[src/rtl/lsu_pkg.sv]
// Shared encodings for the memory-stage load/store unit: funct3 access
// sizes, exception cause codes and the bus FSM state type.
package lsu_pkg;

  localparam logic [2:0] LSU_OP_B  = 3'b000;
  localparam logic [2:0] LSU_OP_H  = 3'b001;
  localparam logic [2:0] LSU_OP_W  = 3'b010;
  localparam logic [2:0] LSU_OP_BU = 3'b100;
  localparam logic [2:0] LSU_OP_HU = 3'b101;

  localparam logic [4:0] CAUSE_LD_MISALIGN = 5'd4;
  localparam logic [4:0] CAUSE_LD_FAULT    = 5'd5;
  localparam logic [4:0] CAUSE_ST_MISALIGN = 5'd6;
  localparam logic [4:0] CAUSE_ST_FAULT    = 5'd7;

  typedef enum logic [1:0] {
    ST_IDLE = 2'd0,
    ST_REQ  = 2'd1,
    ST_WAIT = 2'd2
  } lsu_state_t;

  // funct3[1:0] alone gives the size; illegal encodings fall into the word case
  function automatic logic lsu_misaligned(input logic [2:0] op, input logic [1:0] lsb);
    case (op[1:0])
      2'b00:   return 1'b0;
      2'b01:   return lsb[0];
      default: return (lsb != 2'b00);
    endcase
  endfunction

endpackage

[src/rtl/lsu_align.sv]
// Combinational lane steering: store byte-enables/replication on the way out,
// load byte/half selection and sign/zero extension on the way back.
module lsu_align
  import lsu_pkg::*;
(
  input  logic [1:0]  st_size,
  input  logic [1:0]  st_lsb,
  input  logic [31:0] st_data,
  output logic [3:0]  st_be,
  output logic [31:0] st_wdata,
  input  logic [2:0]  ld_op,
  input  logic [1:0]  ld_lsb,
  input  logic [31:0] ld_rdata,
  output logic [31:0] ld_data
);

  logic [7:0]  ld_byte;
  logic [15:0] ld_half;

  always_comb begin
    st_be    = 4'b1111;
    st_wdata = st_data;
    case (st_size)
      2'b00: begin
        st_be    = 4'b0001 << st_lsb;
        st_wdata = {4{st_data[7:0]}};
      end
      2'b01: begin
        st_be    = st_lsb[1] ? 4'b1100 : 4'b0011;
        st_wdata = {2{st_data[15:0]}};
      end
      default: ;
    endcase
  end

  always_comb begin
    ld_byte = ld_rdata[7:0];
    case (ld_lsb)
      2'b01:   ld_byte = ld_rdata[15:8];
      2'b10:   ld_byte = ld_rdata[23:16];
      2'b11:   ld_byte = ld_rdata[31:24];
      default: ;
    endcase
    ld_half = ld_lsb[1] ? ld_rdata[31:16] : ld_rdata[15:0];

    // funct3[2] marks the unsigned variants
    ld_data = ld_rdata;
    case (ld_op[1:0])
      2'b00:   ld_data = ld_op[2] ? {24'd0, ld_byte} : {{24{ld_byte[7]}}, ld_byte};
      2'b01:   ld_data = ld_op[2] ? {16'd0, ld_half} : {{16{ld_half[15]}}, ld_half};
      default: ;
    endcase
  end

endmodule

[src/rtl/mem_lsu.sv]
// Memory-stage load/store unit: issues one data-bus transaction at a time,
// stalls the pipeline while it is in flight and reports write-back/exceptions.
module mem_lsu
  import lsu_pkg::*;
(
  input  logic        clk,
  input  logic        cpurst_n,
  input  logic        mem_en,
  input  logic        mem_wr,
  input  logic [31:0] mem_addr,
  input  logic [31:0] mem_wdata,
  input  logic [2:0]  mem_op,
  input  logic [4:0]  mem_rd,
  output logic        dbus_req,
  output logic        dbus_we,
  output logic [31:0] dbus_addr,
  output logic [3:0]  dbus_be,
  output logic [31:0] dbus_wdata,
  input  logic        dbus_gnt,
  input  logic        dbus_rvalid,
  input  logic [31:0] dbus_rdata,
  input  logic        dbus_err,
  output logic        mem_stall,
  output logic        lsu_wb_valid,
  output logic [4:0]  lsu_wb_rd,
  output logic [31:0] lsu_wb_data,
  output logic        lsu_exp,
  output logic [4:0]  lsu_causecode,
  output logic [31:0] lsu_mtval
);

  lsu_state_t  state, state_nxt;
  logic        req_we;
  logic [31:0] req_addr;
  logic [2:0]  req_op;
  logic [4:0]  req_rd;
  logic [3:0]  req_be;
  logic [31:0] req_wdata;
  logic        misaligned;
  logic        accept;
  logic [3:0]  st_be;
  logic [31:0] st_wdata;
  logic [31:0] ld_data;

  assign misaligned = lsu_misaligned(mem_op, mem_addr[1:0]);
  assign accept     = (state == ST_IDLE) && mem_en && !misaligned;

  lsu_align u_align (
    .st_size  (mem_op[1:0]),
    .st_lsb   (mem_addr[1:0]),
    .st_data  (mem_wdata),
    .st_be    (st_be),
    .st_wdata (st_wdata),
    .ld_op    (req_op),
    .ld_lsb   (req_addr[1:0]),
    .ld_rdata (dbus_rdata),
    .ld_data  (ld_data)
  );

  // Request is decoded from state so reset removes it without waiting for a clock
  assign dbus_req   = (state == ST_REQ);
  assign dbus_we    = req_we;
  assign dbus_addr  = {req_addr[31:2], 2'b00};
  assign dbus_be    = req_be;
  assign dbus_wdata = req_wdata;
  assign mem_stall  = accept || (state == ST_REQ) || ((state == ST_WAIT) && !dbus_rvalid);

  always_ff @(posedge clk or negedge cpurst_n) begin
    if (!cpurst_n) state <= ST_IDLE;
    else           state <= state_nxt;
  end

  always_comb begin
    state_nxt = state;
    case (state)
      ST_IDLE: if (accept)      state_nxt = ST_REQ;
      ST_REQ:  if (dbus_gnt)    state_nxt = ST_WAIT;
      ST_WAIT: if (dbus_rvalid) state_nxt = ST_IDLE;
      default:                  state_nxt = ST_IDLE;
    endcase
  end

  always_ff @(posedge clk or negedge cpurst_n) begin
    if (!cpurst_n) begin
      req_we        <= 1'b0;
      req_addr      <= '0;
      req_op        <= '0;
      req_rd        <= '0;
      req_be        <= '0;
      req_wdata     <= '0;
      lsu_wb_valid  <= 1'b0;
      lsu_wb_rd     <= '0;
      lsu_wb_data   <= '0;
      lsu_exp       <= 1'b0;
      lsu_causecode <= '0;
      lsu_mtval     <= '0;
    end else begin
      lsu_wb_valid <= 1'b0;
      lsu_exp      <= 1'b0;
      case (state)
        ST_IDLE: begin
          if (mem_en && misaligned) begin
            lsu_exp       <= 1'b1;
            lsu_causecode <= mem_wr ? CAUSE_ST_MISALIGN : CAUSE_LD_MISALIGN;
            lsu_mtval     <= mem_addr;
          end else if (accept) begin
            req_we    <= mem_wr;
            req_addr  <= mem_addr;
            req_op    <= mem_op;
            req_rd    <= mem_rd;
            req_be    <= st_be;
            req_wdata <= st_wdata;
          end
        end
        ST_WAIT: begin
          if (dbus_rvalid) begin
            if (dbus_err) begin
              lsu_exp       <= 1'b1;
              lsu_causecode <= req_we ? CAUSE_ST_FAULT : CAUSE_LD_FAULT;
              lsu_mtval     <= req_addr;
            end else if (!req_we) begin
              lsu_wb_valid <= 1'b1;
              lsu_wb_rd    <= req_rd;
              lsu_wb_data  <= ld_data;
            end
          end
        end
        default: ;
      endcase
    end
  end

endmodule

[config.mk]
export PLATFORM = sky130hd
export DESIGN_NAME = mem_lsu
export DESIGN_NICKNAME = d
export VERILOG_FILES = /design/src/rtl/lsu_pkg.sv /design/src/rtl/lsu_align.sv /design/src/rtl/mem_lsu.sv
export SDC_FILE = /design/constraint.sdc
export NUM_CORES = 1
export LEC_CHECK = 0
export BUFFER_PORTS_ARGS = -buffer_cell sky130_fd_sc_hd__buf_2
export CORE_UTILIZATION = 45
export DETAILED_ROUTE_END_ITERATION = 8
export PLACE_DENSITY = 0.77
export SLEW_MARGIN = 5
export SYNTH_ARGS = -nofsm -noshare
export SYNTH_HDL_FRONTEND = slang
export SYNTH_SLANG_ARGS = --single-unit
[constraint.sdc]
create_clock -name clk -period 1.73 [get_ports clk]
set_input_delay 0 -clock clk [delete_from_list [all_inputs] [get_ports clk]]
set_output_delay 0 -clock clk [all_outputs]
set_load 0.05 [all_outputs]
==> impl_metrics.json <==
{
  "status": "finished, violations left",
  "violations": "setup timing",
  "wl_per_cell_um": 18.4,
  "area.growth.synth_to_final_pct": 51.9,
  "hold_viol": 0,
  "grt_overflow": 0,
  "maxCapViolCount": 0,
  "cts_root_buf": "clkbuf_16",
  "hold_path_class": "in -> async",
  "clk_pin_slew_ps": 60,
  "reg2reg_to": "lsu_mtval[22]",
  "clkSinkCount": 153,
  "final_design_area_no_fill_sq_um": 10800,
  "place.gp.congestion": 0.844,
  "cp_max_fo": 8,
  "die_area_sq_um": 16300,
  "avgSynthCellArea_sq_um": 10.1,
  "worstPathArrival_ps": 2150,
  "track_usage": 0.277,
  "start_kind": "register",
  "cts_tree": "done",
  "grt_setup_unrepaired": "true",
  "powerDensity_nw_per_um2": 2030,
  "ys_warn_count": 0,
  "row_count": 45,
  "ys_seq_elements": 153,
  "coreArea_sq_um": 15300,
  "synthFlopType": "dfrtp_1",
  "r2r_cells": 6,
  "synth_cell_types": 41,
  "setup_viol": 45,
  "rrSetupSlack_ps": -90,
  "drive_gt1_frac": 0.403,
  "htreeDepth": 4,
  "synth_top_cell_by_area": "dfrtp_1",
  "synth_edf_count": 0,
  "fill_cells": 1052,
  "clock_skew_ps": 5.91,
  "leakage_nw": 5.18,
  "antenna_cells": 0,
  "crit_type": "reg -> reg",
  "finalWorstSetupSlack_ps": -87.8,
  "antenna_found_initial": 0,
  "dr.pass1.iters": 5,
  "setup_tns_ps": -2180,
  "r2r-start": "state[0]",
  "drt_wl_total_mm": 23.6,
  "grt_pass1_wl_mm": 34.8,
  "clock_path_buffers": 2,
  "placed_area_sq_um": 8500,
  "layout.nets": 1166,
  "grt_pass1_vias": 6792,
  "maxSlewViolCount": 0,
  "grt_max_degree": 63,
  "async_reset_ff_frac": 1.00,
  "vias_per_cell": 5.37,
  "drt_iter0_markers": 468,
  "die_width_um": 128,
  "worstSetupEndpointType": "register",
  "ys_top_cells_by_area": "dfrtp_1 (54%), mux2_2 (8.1%), nand2_1 (8.1%), buf_4 (3.8%), mux2i_1 (3.8%)",
  "multi_input_area_sq_um": 2980,
  "syn_inst": 705,
  "io_pins": 258,
  "min_period_ps": 1820,
  "worstSkewPairLatency_ps": 410,
  "irDropWorstVdd_uv": 1140,
  "vias": 6872,
  "synth_top_area_frac": 0.538,
  "dp_hpwl_mm": 13.2,
  "cts_buffers": 17,
  "cp.required_ps": 2060,
  "die_h_um": 128,
  "initial_core_util": 0.465,
  "seqCellArea_sq_um": 3830,
  "post-place-ws_ps": -3.46,
  "ys_seq_area_frac": 0.538,
  "netlist_area_sq_um": 7120,
  "timing.fmax_ghz": 0.550,
  "drc": 0,
  "port_buffers": 253,
  "ant_nets": 0,
  "synth_common_cells": "dfrtp_1 (153), nand2_1 (153), mux2_2 (51)",
  "finalCritPeriodShare": 1.05
}
## how the worst max path moves through the flow
stage                           start              end  slack (ps)  cells after the start
after floorplan              state[0]        mem_stall          20                      4
after global placement       state[1]    lsu_mtval[28]          60                      5
after detailed placement  req_addr[0]  lsu_wb_data[15]          -3                      4
after CTS                    state[0]        mem_stall         -70                      7
after global routing         state[0]     lsu_mtval[7]        -150                      6
final                        state[0]    lsu_mtval[22]         -90                      6
## timing repair
| action | 4_1_cts | 5_1_grt |
|---|---|---|
| hold buffers | 111 | 0 |
| gates resized for setup | 11 | 55 |
| setup endpoints to repair | 13 | 88 |
| endpoints found under the hold margin | 294 | 0 |
| buffers inserted | 6 | 3 |
| cloned | 3 | 6 |
| pin swaps | 2 | 4 |
## per-stage QoR
step	utilization	hold WS, ps	total power, mW	cells
2_1_floorplan	-	-296	14.3	708
3_3_place_gp	0.555	-21.9	16.3	1119
3_5_place_dp	0.555	-29.5	16.6	1119
4_1_cts	0.684	94.5	21.3	1271
5_1_grt	0.706	124	22.8	1279
6_report	0.706	93.8	21.9	1279
## cell type report
type | instances | area share
Multi-Input combinational cell | 468 | 0.275
Clock buffer | 21 | 0.0426
Clock inverter | 11 | 0.0199
Inverter | 4 | 0.00139
Timing Repair Buffer | 411 | 0.282
Sequential cell | 153 | 0.354
Tap cell | 211 | 0.0244
## worst max-delay path: stages, from the launching register on
cell       delay (ps)
dfrtp_1           390
or3b_4            430
o31ai_4           300
buf_6             220
clkbuf_16         200
nor2_4             40
a31oi_1           150
## kinds of logic (layout without fill, tap and decap cells)
kind of cell | Yosys count | after routing | synth area share
compound gates | 143 | 143 | 0.126
xor+xnor | 1 | 1 | 0.00123
flops | 153 | 153 | 0.538
simple gates | 242 | 242 | 0.142
other cells | 1 | 4 | 0.000527
buf+inv | 87 | 447 | 0.0739
mux | 78 | 78 | 0.119
## report_power, final
| group | internal (mW) | total, mW | switching, mW |
|---|---|---|---|
| logic | 3.19 | 11.4 | 8.17 |
| clock network | 2.79 | 4.24 | 1.45 |
| registers | 5.17 | 6.32 | 1.15 |
## cell usage in the layout (no fill, tap or decap), types with 2 or more instances in the layout
master and n:
dlygate4sd3_1 111, o21ai_0 46, clkinv_2 2, nor2_2 20
a22o_1 3, a31oi_1 33, buf_4 25, clkbuf_16 23
buf_2 251, mux2i_1 27, clkbuf_8 2, dfrtp_1 152
nand3_1 14, a21oi_1 23, nor2b_1 7, buf_6 6
bufinv_16 6, nand3b_1 6, buf_16 3, a31oi_2 2
conb_1 4, clkbuf_1 2, nand2b_1 3, nand2_1 153
mux2_2 51, o211ai_1 12, inv_6 2, o22a_1 8
nor2_1 14, a211o_1 7, buf_12 8, nor2_4 14
inv_1 3
## per-layer routing
metal / vias to the layer above / part of all wire / global-route usage
met2: 364 / 0.51 / 0.489
li1: 3091 / - / -
met3: 72 / 0.072 / 0.0659
met1: 3345 / 0.38 / 0.314
met4: 0 / 0.037 / 0.138
met5: - / 0 / 0
## flip-flops by register name, indices dropped and copies added (netlist names), 2 cells and up
register	count
lsu_wb_rd	5
lsu_causecode	3
dbus_wdata	32
lsu_wb_data	32
req_op	3
req_rd	5
req_addr	32
lsu_mtval	32
state	2
dbus_be	4
No activity file was read; power rests on OpenSTA's default activity.
